<file path="config.mk">
export PLATFORM = sky130hd
export DESIGN_NAME = mult_div_seq_flat
export DESIGN_NICKNAME = d
export VERILOG_FILES = /design/src/rtl/mult_div_seq_pkg.sv /design/src/rtl/mult_div_seq_if.sv /design/src/rtl/mult_div_seq.sv /design/src/flat_wrapper.sv
export SDC_FILE = /design/constraint.sdc
export NUM_CORES = 1
export LEC_CHECK = 0
export BUFFER_PORTS_ARGS = -buffer_cell sky130_fd_sc_hd__buf_2
export CAP_MARGIN = 20
export CORE_MARGIN = 2
export CORE_UTILIZATION = 35
export CTS_CLUSTER_SIZE = 28
export DETAILED_ROUTE_END_ITERATION = 6
export HOLD_SLACK_MARGIN = 0.15
export PLACE_DENSITY_LB_ADDON = 0.25
export SLEW_MARGIN = 20
export SYNTH_ARGS = -nofsm -noshare
export SYNTH_HDL_FRONTEND = slang
export SYNTH_SLANG_ARGS = --single-unit
</file>
<file path="constraint.sdc">
create_clock -name clk -period 4.5 [get_ports clk]
set_clock_uncertainty 0.05 [all_clocks]
set_input_delay 0.9 -clock clk [delete_from_list [all_inputs] [get_ports clk]]
set_output_delay 0.9 -clock clk [all_outputs]
set_load 0.02 [all_outputs]
</file>
<file path="src/rtl/mult_div_seq_pkg.sv">
// ============================================================================
// Module      : mult_div_pkg
// Description : Shared types, opcode constants and helpers for mult_div_seq.
// Revision    : 1.0 - initial release
// ============================================================================
`default_nettype none

package mult_div_pkg;

  // Sequencer states of the multiply/divide unit
  typedef enum logic [1:0] {
    IDLE = 2'd0,
    RUN  = 2'd1,
    FIX  = 2'd2,
    DONE = 2'd3
  } state_t;

  // op_div encoding
  localparam logic OP_MUL = 1'b0;
  localparam logic OP_DIV = 1'b1;

  // Widest operand abs_val can handle; callers sign-extend into this width
  localparam int ABS_MAX_W = 128;
  typedef logic [ABS_MAX_W-1:0] absw_t;

  // Magnitude of a sign-extended value. The most-negative WIDTH-bit value
  // comes out as 1 followed by zeros, which is its correct unsigned magnitude
  // once the caller truncates back to WIDTH bits.
  function automatic absw_t abs_val(input absw_t value, input logic is_signed);
    absw_t r;
    if (is_signed && value[ABS_MAX_W-1]) begin
      r = ~value + absw_t'(1);
    end else begin
      r = value;
    end
    return r;
  endfunction

endpackage

`default_nettype wire

</file>
<file path="src/rtl/mult_div_seq_if.sv">
// ============================================================================
// Module      : mult_div_seq_if
// Description : Request/result bundle between the core control FSM (master)
//               and the sequential multiply/divide unit (slave).
// Revision    : 1.0 - initial release
// ============================================================================
`default_nettype none

interface mult_div_seq_if #(
  parameter int WIDTH = 32
);
  logic             start;
  logic             op_div;
  logic             op_signed;
  logic [WIDTH-1:0] a;
  logic [WIDTH-1:0] b;
  logic             busy;
  logic             done;
  logic             div_zero;
  logic [WIDTH-1:0] hi;
  logic [WIDTH-1:0] lo;

  modport master (
    output start, op_div, op_signed, a, b,
    input  busy, done, div_zero, hi, lo
  );

  modport slave (
    input  start, op_div, op_signed, a, b,
    output busy, done, div_zero, hi, lo
  );
endinterface

`default_nettype wire

</file>
<file path="src/rtl/mult_div_seq.sv">
// ============================================================================
// Module      : mult_div_seq
// Description : Sequential radix-2 multiply / restoring divide unit with HI/LO
//               result registers and a start/busy/done handshake. Multiply and
//               divide share one accumulator, shifter and adder.
//               Optional macro MULT_DIV_DIVZERO_EXC_EN: divide-by-zero is
//               flagged on div_zero and finishes early without touching hi/lo.
// Revision    : 1.0 - initial release
// ============================================================================
`default_nettype none

module mult_div_seq
  import mult_div_pkg::*;
#(
  parameter int WIDTH = 32
) (
  input  wire logic    clk,
  input  wire logic    reset,   // asynchronous, active-low
  mult_div_seq_if.slave bus
);

  localparam int CNT_W = $clog2(WIDTH + 1);

  state_t           state_q, state_d;
  logic [CNT_W-1:0] cnt_q;
  logic [WIDTH-1:0] acc_q;    // mult: upper accumulator, div: partial remainder
  logic [WIDTH-1:0] lq_q;     // mult: multiplier/low product, div: dividend/quotient
  logic [WIDTH-1:0] opnd_q;   // multiplicand or divisor magnitude
  logic [WIDTH-1:0] hi_q, lo_q;
  logic             op_div_q, sa_q, sb_q, dz_q;
`ifndef MULT_DIV_DIVZERO_EXC_EN
  logic [WIDTH-1:0] araw_q;   // raw dividend pattern for the forced /0 result
`endif

  logic             w_b_zero;
  absw_t            w_a_ext, w_b_ext;
  logic [WIDTH-1:0] w_a_abs, w_b_abs;
  logic             w_last;
  logic [WIDTH:0]   w_rem_sh;
  logic [WIDTH+1:0] w_opa, w_opb, w_sum;
  logic             w_div_neg;
  logic [WIDTH:0]   w_mstep;
  logic [WIDTH-1:0] w_fix_hi, w_fix_lo;

  // Operand magnitudes at acceptance; sign extension feeds the shared helper
  assign w_b_zero = (bus.b == '0);
  assign w_a_ext  = {{(ABS_MAX_W-WIDTH){bus.a[WIDTH-1]}}, bus.a};
  assign w_b_ext  = {{(ABS_MAX_W-WIDTH){bus.b[WIDTH-1]}}, bus.b};
  assign w_a_abs  = WIDTH'(abs_val(w_a_ext, bus.op_signed));
  assign w_b_abs  = WIDTH'(abs_val(w_b_ext, bus.op_signed));
  assign w_last   = (cnt_q == CNT_W'(1));

  // Shared adder: add multiplicand (mult) or trial-subtract divisor (div).
  // Two guard bits keep the carry of the add and the borrow of the subtract.
  assign w_rem_sh = {acc_q, lq_q[WIDTH-1]};
  always_comb begin
    if (op_div_q == OP_DIV) begin
      w_opa = {1'b0, w_rem_sh};
      w_opb = ~{2'b00, opnd_q};
    end else begin
      w_opa = {2'b00, acc_q};
      w_opb = {2'b00, opnd_q};
    end
  end
  assign w_sum     = w_opa + w_opb + {{(WIDTH+1){1'b0}}, op_div_q};
  assign w_div_neg = w_sum[WIDTH+1];
  assign w_mstep   = lq_q[0] ? w_sum[WIDTH:0] : {1'b0, acc_q};

  // Sign correction applied in FIX (truncating division semantics)
  always_comb begin
    w_fix_hi = acc_q;
    w_fix_lo = lq_q;
    if (op_div_q == OP_MUL) begin
      if (sa_q ^ sb_q) begin
        {w_fix_hi, w_fix_lo} = -{acc_q, lq_q};
      end
    end else begin
      if (sa_q ^ sb_q) begin
        w_fix_lo = -lq_q;
      end
      if (sa_q) begin
        w_fix_hi = -acc_q;
      end
`ifndef MULT_DIV_DIVZERO_EXC_EN
      if (dz_q) begin
        w_fix_hi = araw_q;
        w_fix_lo = '1;
      end
`endif
    end
  end

  // State register
  always_ff @(posedge clk or negedge reset) begin
    if (!reset) begin
      state_q <= IDLE;
    end else begin
      state_q <= state_d;
    end
  end

  // Next-state logic
  always_comb begin
    state_d = state_q;
    case (state_q)
      IDLE: begin
        if (bus.start) begin
`ifdef MULT_DIV_DIVZERO_EXC_EN
          state_d = (bus.op_div == OP_DIV && w_b_zero) ? DONE : RUN;
`else
          state_d = RUN;
`endif
        end
      end
      RUN:     if (w_last) state_d = FIX;
      FIX:     state_d = DONE;
      DONE:    state_d = IDLE;
      default: state_d = IDLE;
    endcase
  end

  // Handshake outputs decoded from state
  always_comb begin
    bus.busy     = (state_q == RUN) || (state_q == FIX);
    bus.done     = (state_q == DONE);
`ifdef MULT_DIV_DIVZERO_EXC_EN
    bus.div_zero = (state_q == DONE) && dz_q;
`else
    bus.div_zero = 1'b0;
`endif
  end

  assign bus.hi = hi_q;
  assign bus.lo = lo_q;

  // Datapath: capture in IDLE, iterate in RUN, load results in FIX
  always_ff @(posedge clk or negedge reset) begin
    if (!reset) begin
      cnt_q    <= '0;
      acc_q    <= '0;
      lq_q     <= '0;
      opnd_q   <= '0;
      hi_q     <= '0;
      lo_q     <= '0;
      op_div_q <= 1'b0;
      sa_q     <= 1'b0;
      sb_q     <= 1'b0;
      dz_q     <= 1'b0;
`ifndef MULT_DIV_DIVZERO_EXC_EN
      araw_q   <= '0;
`endif
    end else begin
      case (state_q)
        IDLE: begin
          if (bus.start) begin
            op_div_q <= bus.op_div;
            sa_q     <= bus.op_signed & bus.a[WIDTH-1];
            sb_q     <= bus.op_signed & bus.b[WIDTH-1];
            dz_q     <= (bus.op_div == OP_DIV) && w_b_zero;
            acc_q    <= '0;
            cnt_q    <= CNT_W'(WIDTH);
            if (bus.op_div == OP_DIV) begin
              lq_q   <= w_a_abs;
              opnd_q <= w_b_abs;
            end else begin
              lq_q   <= w_b_abs;
              opnd_q <= w_a_abs;
            end
`ifndef MULT_DIV_DIVZERO_EXC_EN
            araw_q   <= bus.a;
`endif
          end
        end
        RUN: begin
          cnt_q <= cnt_q - CNT_W'(1);
          if (op_div_q == OP_DIV) begin
            acc_q <= w_div_neg ? w_rem_sh[WIDTH-1:0] : w_sum[WIDTH-1:0];
            lq_q  <= {lq_q[WIDTH-2:0], ~w_div_neg};
          end else begin
            acc_q <= w_mstep[WIDTH:1];
            lq_q  <= {w_mstep[0], lq_q[WIDTH-1:1]};
          end
        end
        FIX: begin
          hi_q <= w_fix_hi;
          lo_q <= w_fix_lo;
        end
        default: ;
      endcase
    end
  end

endmodule

`default_nettype wire
</file>
<file path="src/flat_wrapper.sv">
// flat-port wrapper written by rule: the top's interface ports become plain ports
module mult_div_seq_flat import mult_div_pkg::*;
#(
  parameter int WIDTH = 32
)
  (clk, reset, bus_start, bus_op_div, bus_op_signed, bus_a, bus_b, bus_busy, bus_done, bus_div_zero, bus_hi, bus_lo);
  mult_div_seq_if #(.WIDTH(WIDTH)) bus_i ();
  input  wire logic clk;
  input  wire logic reset;
  input wire logic [$bits(bus_i.start)-1:0] bus_start;
  input wire logic [$bits(bus_i.op_div)-1:0] bus_op_div;
  input wire logic [$bits(bus_i.op_signed)-1:0] bus_op_signed;
  input wire logic [$bits(bus_i.a)-1:0] bus_a;
  input wire logic [$bits(bus_i.b)-1:0] bus_b;
  output wire logic [$bits(bus_i.busy)-1:0] bus_busy;
  output wire logic [$bits(bus_i.done)-1:0] bus_done;
  output wire logic [$bits(bus_i.div_zero)-1:0] bus_div_zero;
  output wire logic [$bits(bus_i.hi)-1:0] bus_hi;
  output wire logic [$bits(bus_i.lo)-1:0] bus_lo;
  assign bus_i.start = bus_start;
  assign bus_i.op_div = bus_op_div;
  assign bus_i.op_signed = bus_op_signed;
  assign bus_i.a = bus_a;
  assign bus_i.b = bus_b;
  assign bus_busy = bus_i.busy;
  assign bus_done = bus_i.done;
  assign bus_div_zero = bus_i.div_zero;
  assign bus_hi = bus_i.hi;
  assign bus_lo = bus_i.lo;
  mult_div_seq #(.WIDTH(WIDTH)) u_core (.clk(clk), .reset(reset), .bus(bus_i));
endmodule
</file>
== Yosys cells after proc, flatten, opt, wreduce, memory -nomap -nowiden ==
Index checks and enable logic that the tools add are counted.
W data, S select, Z words.

* Mux-type cells: 27
* Order comparisons: 0
* Eq/ne operators: 6
* Bitwise gates (word level): 7
* Add/subtract/negate cells: 8
* Reduce and logical (&&, ||, !) cells: 10
* $mul: 0
* Div/mod/pow operators: 0
* Shifts and indexed selects: 0

{| class="wikitable"
|+ Operators by type and width
! kind !! count
|-
| $mux W32 || 17
|-
| $pmux W32 S2 || 2
|-
| $mux W33 || 2
|-
| $add A32 B1 Y32 const B || 2
|-
| $neg A32 Y32 || 2
|-
| $neg A64 Y64 || 1
|-
| $not A32 Y32 || 2
|-
| $add A33 B34 Y34 || 1
|-
| $add A34 B1 Y34 || 1
|-
| $mux W34 || 1
|-
| $not A32 Y34 || 1
|-
| $logic_not A32 Y1 || 1
|-
| $pmux W6 S2 || 1
|-
| $pmux W2 S4 || 1
|-
| $eq A6 B1 Y1 const B || 1
|-
| $mux W6 || 1
|-
| $reduce_and A2 Y1 || 3
|-
| $sub A6 B1 Y6 const B || 1
|-
| $eq A2 B2 Y1 const B || 2
|-
| $mux W2 || 2
|-
| $logic_and A1 B1 Y1 || 3
|-
| $and A1 B1 Y1 || 2
|-
| $eq A2 B1 Y1 const B || 1
|-
| $logic_not A2 Y1 || 1
|-
| 6 further kinds || 6
|}

* Register bits: 204
* Memory bits (writable): 0
* ROM bits: 0
* Memories: 0
* Output and inout port bits: 67
* Logic and storage cells: 70
* Bits in latches: 0

== Depth between registers and ports, before layout ==
* Word-level depth: 7
* Gate-level depth with buffers: 18
* Gate-level depth less buffers: 13

== Worst setup path after synthesis ==
Ideal clock, no wire load.

* Path type: register to register
* Start: register u_core.op_div_q
* End: register u_core.acc_q[1]
* Cell stages (with the launch flop): 17
* Library setup time: 0.141 ns
* Arrival: 4.614 ns
* Slack: -0.305 ns
* Period minus slack after synthesis: 4.805 ns
* Cell sequence: dfrtp_1 -> clkbuf_1 -> buf_1 -> clkbuf_1 -> clkbuf_1 -> xor2_1 -> ha_1 -> a211o_1 -> a21oi_1 -> a21oi_1 -> or4b_2 -> a311oi_1 -> o21bai_1 -> buf_2 -> clkbuf_1 -> o21ai_0 -> o221ai_1

* Cells in the longest elaborated chain, start to end: 6

{| class="wikitable"
|+ Ends and longest elaborated chain
! element !! RTL line !! text
|-
| from (decl) || mult_div_seq.sv:30 || <nowiki>logic op_div_q, sa_q, sb_q, dz_q;</nowiki>
|-
| from (signal assigned) || mult_div_seq.sv:156 || <nowiki>op_div_q <= bus.op_div;</nowiki>
|-
| $mux W33 / $mux W34 (equally long branches) || mult_div_seq.sv:57 || <nowiki>if (op_div_q == OP_DIV) begin</nowiki>
|-
| $add A33 B34 Y34 || mult_div_seq.sv:65 || <nowiki>assign w_sum = w_opa + w_opb + {{(WIDTH+1){1'b0}}, op_div_q};</nowiki>
|-
| $add A34 B1 Y34 || mult_div_seq.sv:65 ||
|-
| $mux W33 / $mux W32 (equally long branches) || mult_div_seq.sv:67, mult_div_seq.sv:177 ||
|-
| $mux W32 * || mult_div_seq.sv:176 || <nowiki>if (op_div_q == OP_DIV) begin</nowiki>
|-
| $pmux W32 S2 * || mult_div_seq.sv:153 || <nowiki>case (state_q)</nowiki>
|-
| to (signal assigned) || mult_div_seq.sv:177 || <nowiki>acc_q <= w_div_neg ? w_rem_sh[WIDTH-1:0] : w_sum[WIDTH-1:0];</nowiki>
|-
| to (signal assigned) || mult_div_seq.sv:180 || <nowiki>acc_q <= w_mstep[WIDTH:1];</nowiki>
|-
| to (decl) || mult_div_seq.sv:26 || <nowiki>logic [WIDTH-1:0] acc_q;</nowiki>
|}

Mark *: on every way between the ends. The rest lies on a longest branch, timed or not.
A chain may end at the register's enable or synchronous reset.

== Worst setup path after layout ==
* Start: register u_core.op_div_q
* End: register u_core.acc_q[29]

Same word-level chain as after synthesis.

==> summary.txt <==
Syn. warnings: 0
Slew headroom: 0.395
CTS tree: built
Placed Area: 0.0175 sq mm
antenna-violating nets left: 0
RSZ-0062 raised after global routing: no
Vias/cell: 5.77
Main synth FF type: dfrtp_1
fraction of registers with async set/reset: 1.00
fin nets: 2136
Synth cell types: 72
R2R depth: 13
drt total wl: 58600 microns
DP Cell Count: 2591
synthesized area: 0.0161 sq mm
GP Congestion: 0.964
busiest grt layer: met2
met2 global-route usage: 0.354
DR vias: 15250
pwr/cell area: 913 mW/mm^2
die width: 218 microns
DIE AREA: 0.0477 sq mm
P_int: 8250 uW
static leakage: 0.00747 uW
final-report setup violation count: 0
Mapped Nets: 2072
overall die height: 218 microns
number of remaining DRC errors: 0
post-synth top area share: 0.317
final setup TNS: 0 ns
Cells after Synth: 1961
Detail Placement HPWL: 44800 microns
Clk Latency, worst-skew pair: 0.56 ns
Crit Reg-Reg Startpoint: u_core.op_div_q
final core occ: 0.404
synth top area cells: dfrtp_1 32%, mux2_2 5.8%, a21oi_1 5.8%
number of global-route vias before repair: 14091
layout cells sized above 1: 0.167
GRT overflow: 0
routed len/inst: 22.2 microns
post-synthesis register bit count: 204
cell at the slowest stage of the critical path: dfrtp_4
CTS Buffer Depth: 3
critical path type: register to register
clk root buf: clkbuf_16
PortBufs: 134
CP Cell Sequence: buf_12, and3b_1, or2_2, fa_1, nor2b_1, o31ai_1, a211oi_1, o21ai_0, a21oi_1, nor3_1, or3b_2, a211oi_1, o31ai_1
endpoints failing hold: 0
sw frac: 0.508
Final Max Slew Viols: 0
Startpoint Class: register
Layout area overhead: 14.0%
CP Data Arrival Time: 4.73 ns
worst-path maximum fanout: 17
first-pass GRT wire length: 86600 microns
FP Rows: 78
CORE AREA: 0.0454 sq mm
Gate power share: 0.656
part of the power in registers: 0.222
fillers: 4619
outcome: completed
count of TritonRoute iterations in the first routing pass: 5
GRT Overall Usage: 0.238
Max H-tree Level: 1
post-route cell area: 0.0183 sq mm
Net Switching: 8500 uW
Hold Path Class: primary input to async pin
clock period minus worst slack: 4.35 ns
Max Freq: 230 MHz
Crit. End Element: register
clock power share: 0.122
Top Ports: 136
RR Endpoint: u_core.acc_q[29]
maxcap violations: 0
CTS Sinks: 204
starting density of the core: 0.354
fin cells: 2644
Seq/Total Area, Yosys: 0.317
Avg Inst Size Synth: 8.20 sq um
Required @ worst endpoint: 4.88 ns
crit share post-route: 0.966
CTS clk-pin slew, worst paths: 0.05 ns
DR iter-0 viols: 1417
antenna violations before repair: 2
Slowest Stage Delay on Critical Path: 0.56 ns
final worst slack: 0.152 ns
worst slew pin tran: 0.907 ns
most frequent cells in the layout: 202 x dfrtp_1, 189 x nand2_1, 186 x a21oi_1
commonest non-fill, non-tap cell in the layout: dfrtp_1
R2R Setup Slk: 0.15 ns
met3 Resource Use GR: 0.0523
largest area contributor in the netlist: dfrtp_1
Max IR drop VDD: 0.428 mV
CTS Buf Count: 26
M1 GR Usage: 0.337
largest net degree at the start of global routing: 104
EDFF count, synth: 0
Place WS: 0.0915 ns
[worst max-delay path by stage]
stage,end,from,slack [ns]
finish,u_core.acc_q[29],u_core.op_div_q,0.15
global route,u_core.acc_q[29],u_core.op_div_q,0.01
CTS,u_core.acc_q[24],u_core.op_div_q,0.009
detailed placement,u_core.acc_q[24],u_core.op_div_q,0.09
global placement,u_core.acc_q[29],u_core.op_div_q,0.1
floorplan,u_core.acc_q[1],u_core.op_div_q,0.006
[kinds of logic (layout without fill, tap and decap cells)]
kind of cell,count (synthesis),after routing,share of synthesized area
buffers and inverters,213,293,0.0505
other,1,3,0.000233
DFF,204,204,0.317
xor gates and xnor gates,199,199,0.108
and+or+nand+nor,539,539,0.154
adders and majority gates,42,42,0.0331
AOI/OAI and AO/OA,624,625,0.243
muxes,139,139,0.0930
[repair_timing]
item / in CTS / in global routing
endpoints found under the setup margin: 0 / 10
hold buffers: 0 / 0
buffers inserted: 0 / 4
resized for setup: 0 / 3
[layout make-up]
cell class	count	area [sq um]	share of cell area
Antenna cell	2	5.00	0.000273
Clock buffer	37	732	0.0399
Clock inverter	8	78.8	0.00430
Inverter	50	188	0.0102
Multi-Input combinational cell	1545	10200	0.558
Sequential cell	204	5110	0.279
Tap cell	600	751	0.0409
Timing Repair Buffer	198	1230	0.0672
[Yosys cell counts (all sizes together), types with 5 or more instances]
library cell	instances
nor2	162
a21o	15
o22ai	5
nor3b	5
mux2	83
o22a	32
a211oi	34
o21ai	174
nor3	37
nor2b	12
and2	5
a31oi	13
nand3	37
nand2	190
o41ai	15
o31ai	37
a22o	12
mux2i	56
o31a	5
buf	22
xnor2	98
o211ai	36
clkbuf	141
or3	20
or2	5
o221ai	7
ha	41
xor2	101
nand2b	9
or4	19
a21oi	186
inv	50
a22oi	8
o21a	14
dfrtp	204
nor4	15
nand4	9
[power groups by stage]
| stage | sequential, uW | clock, uW | combinational (uW) |
|---|---|---|---|
| global route | 3800 | 2160 | 12000 |
| finish | 3710 | 2040 | 11000 |
| CTS | 3730 | 2070 | 10800 |
| floorplan | 3570 | 0 | 7670 |
| global placement | 3730 | 0 | 10600 |
| detailed placement | 3750 | 0 | 10700 |
[sequential cells by signal, indices dropped and copies added (netlist names), 2 cells and up]
name and count:
u_core.acc_q 32, u_core.araw_q 32, u_core.bus.hi 32, u_core.bus.lo 32, u_core.cnt_q 6, u_core.lq_q 32, u_core.opnd_q 32, u_core.state_q 2
[critical path: cells and delay by family (launching register included)]
family	cells	cell delay, ns
buffers and inverters	1	0.19
DFF	1	0.56
adders and majority gates	1	0.41
and+or+nand+nor	5	1.36
AOI/OAI and AO/OA	6	1.66
[metrics by stage]
step / hold WS, ns / power [uW]
after floorplan: 0.400 / 11200
after global placement: 0.414 / 14300
after detailed placement: 0.423 / 14500
after CTS: 0.362 / 16600
after global routing: 0.392 / 18000
final: 0.310 / 16700
[layer usage]
metal  up-vias  part of all wire
met4         0             0.038
met1      7380              0.45
met2       608              0.43
met5         -                 0
li1       7187                 -
met3        75             0.085
No activity file was read; power rests on OpenSTA's default activity.
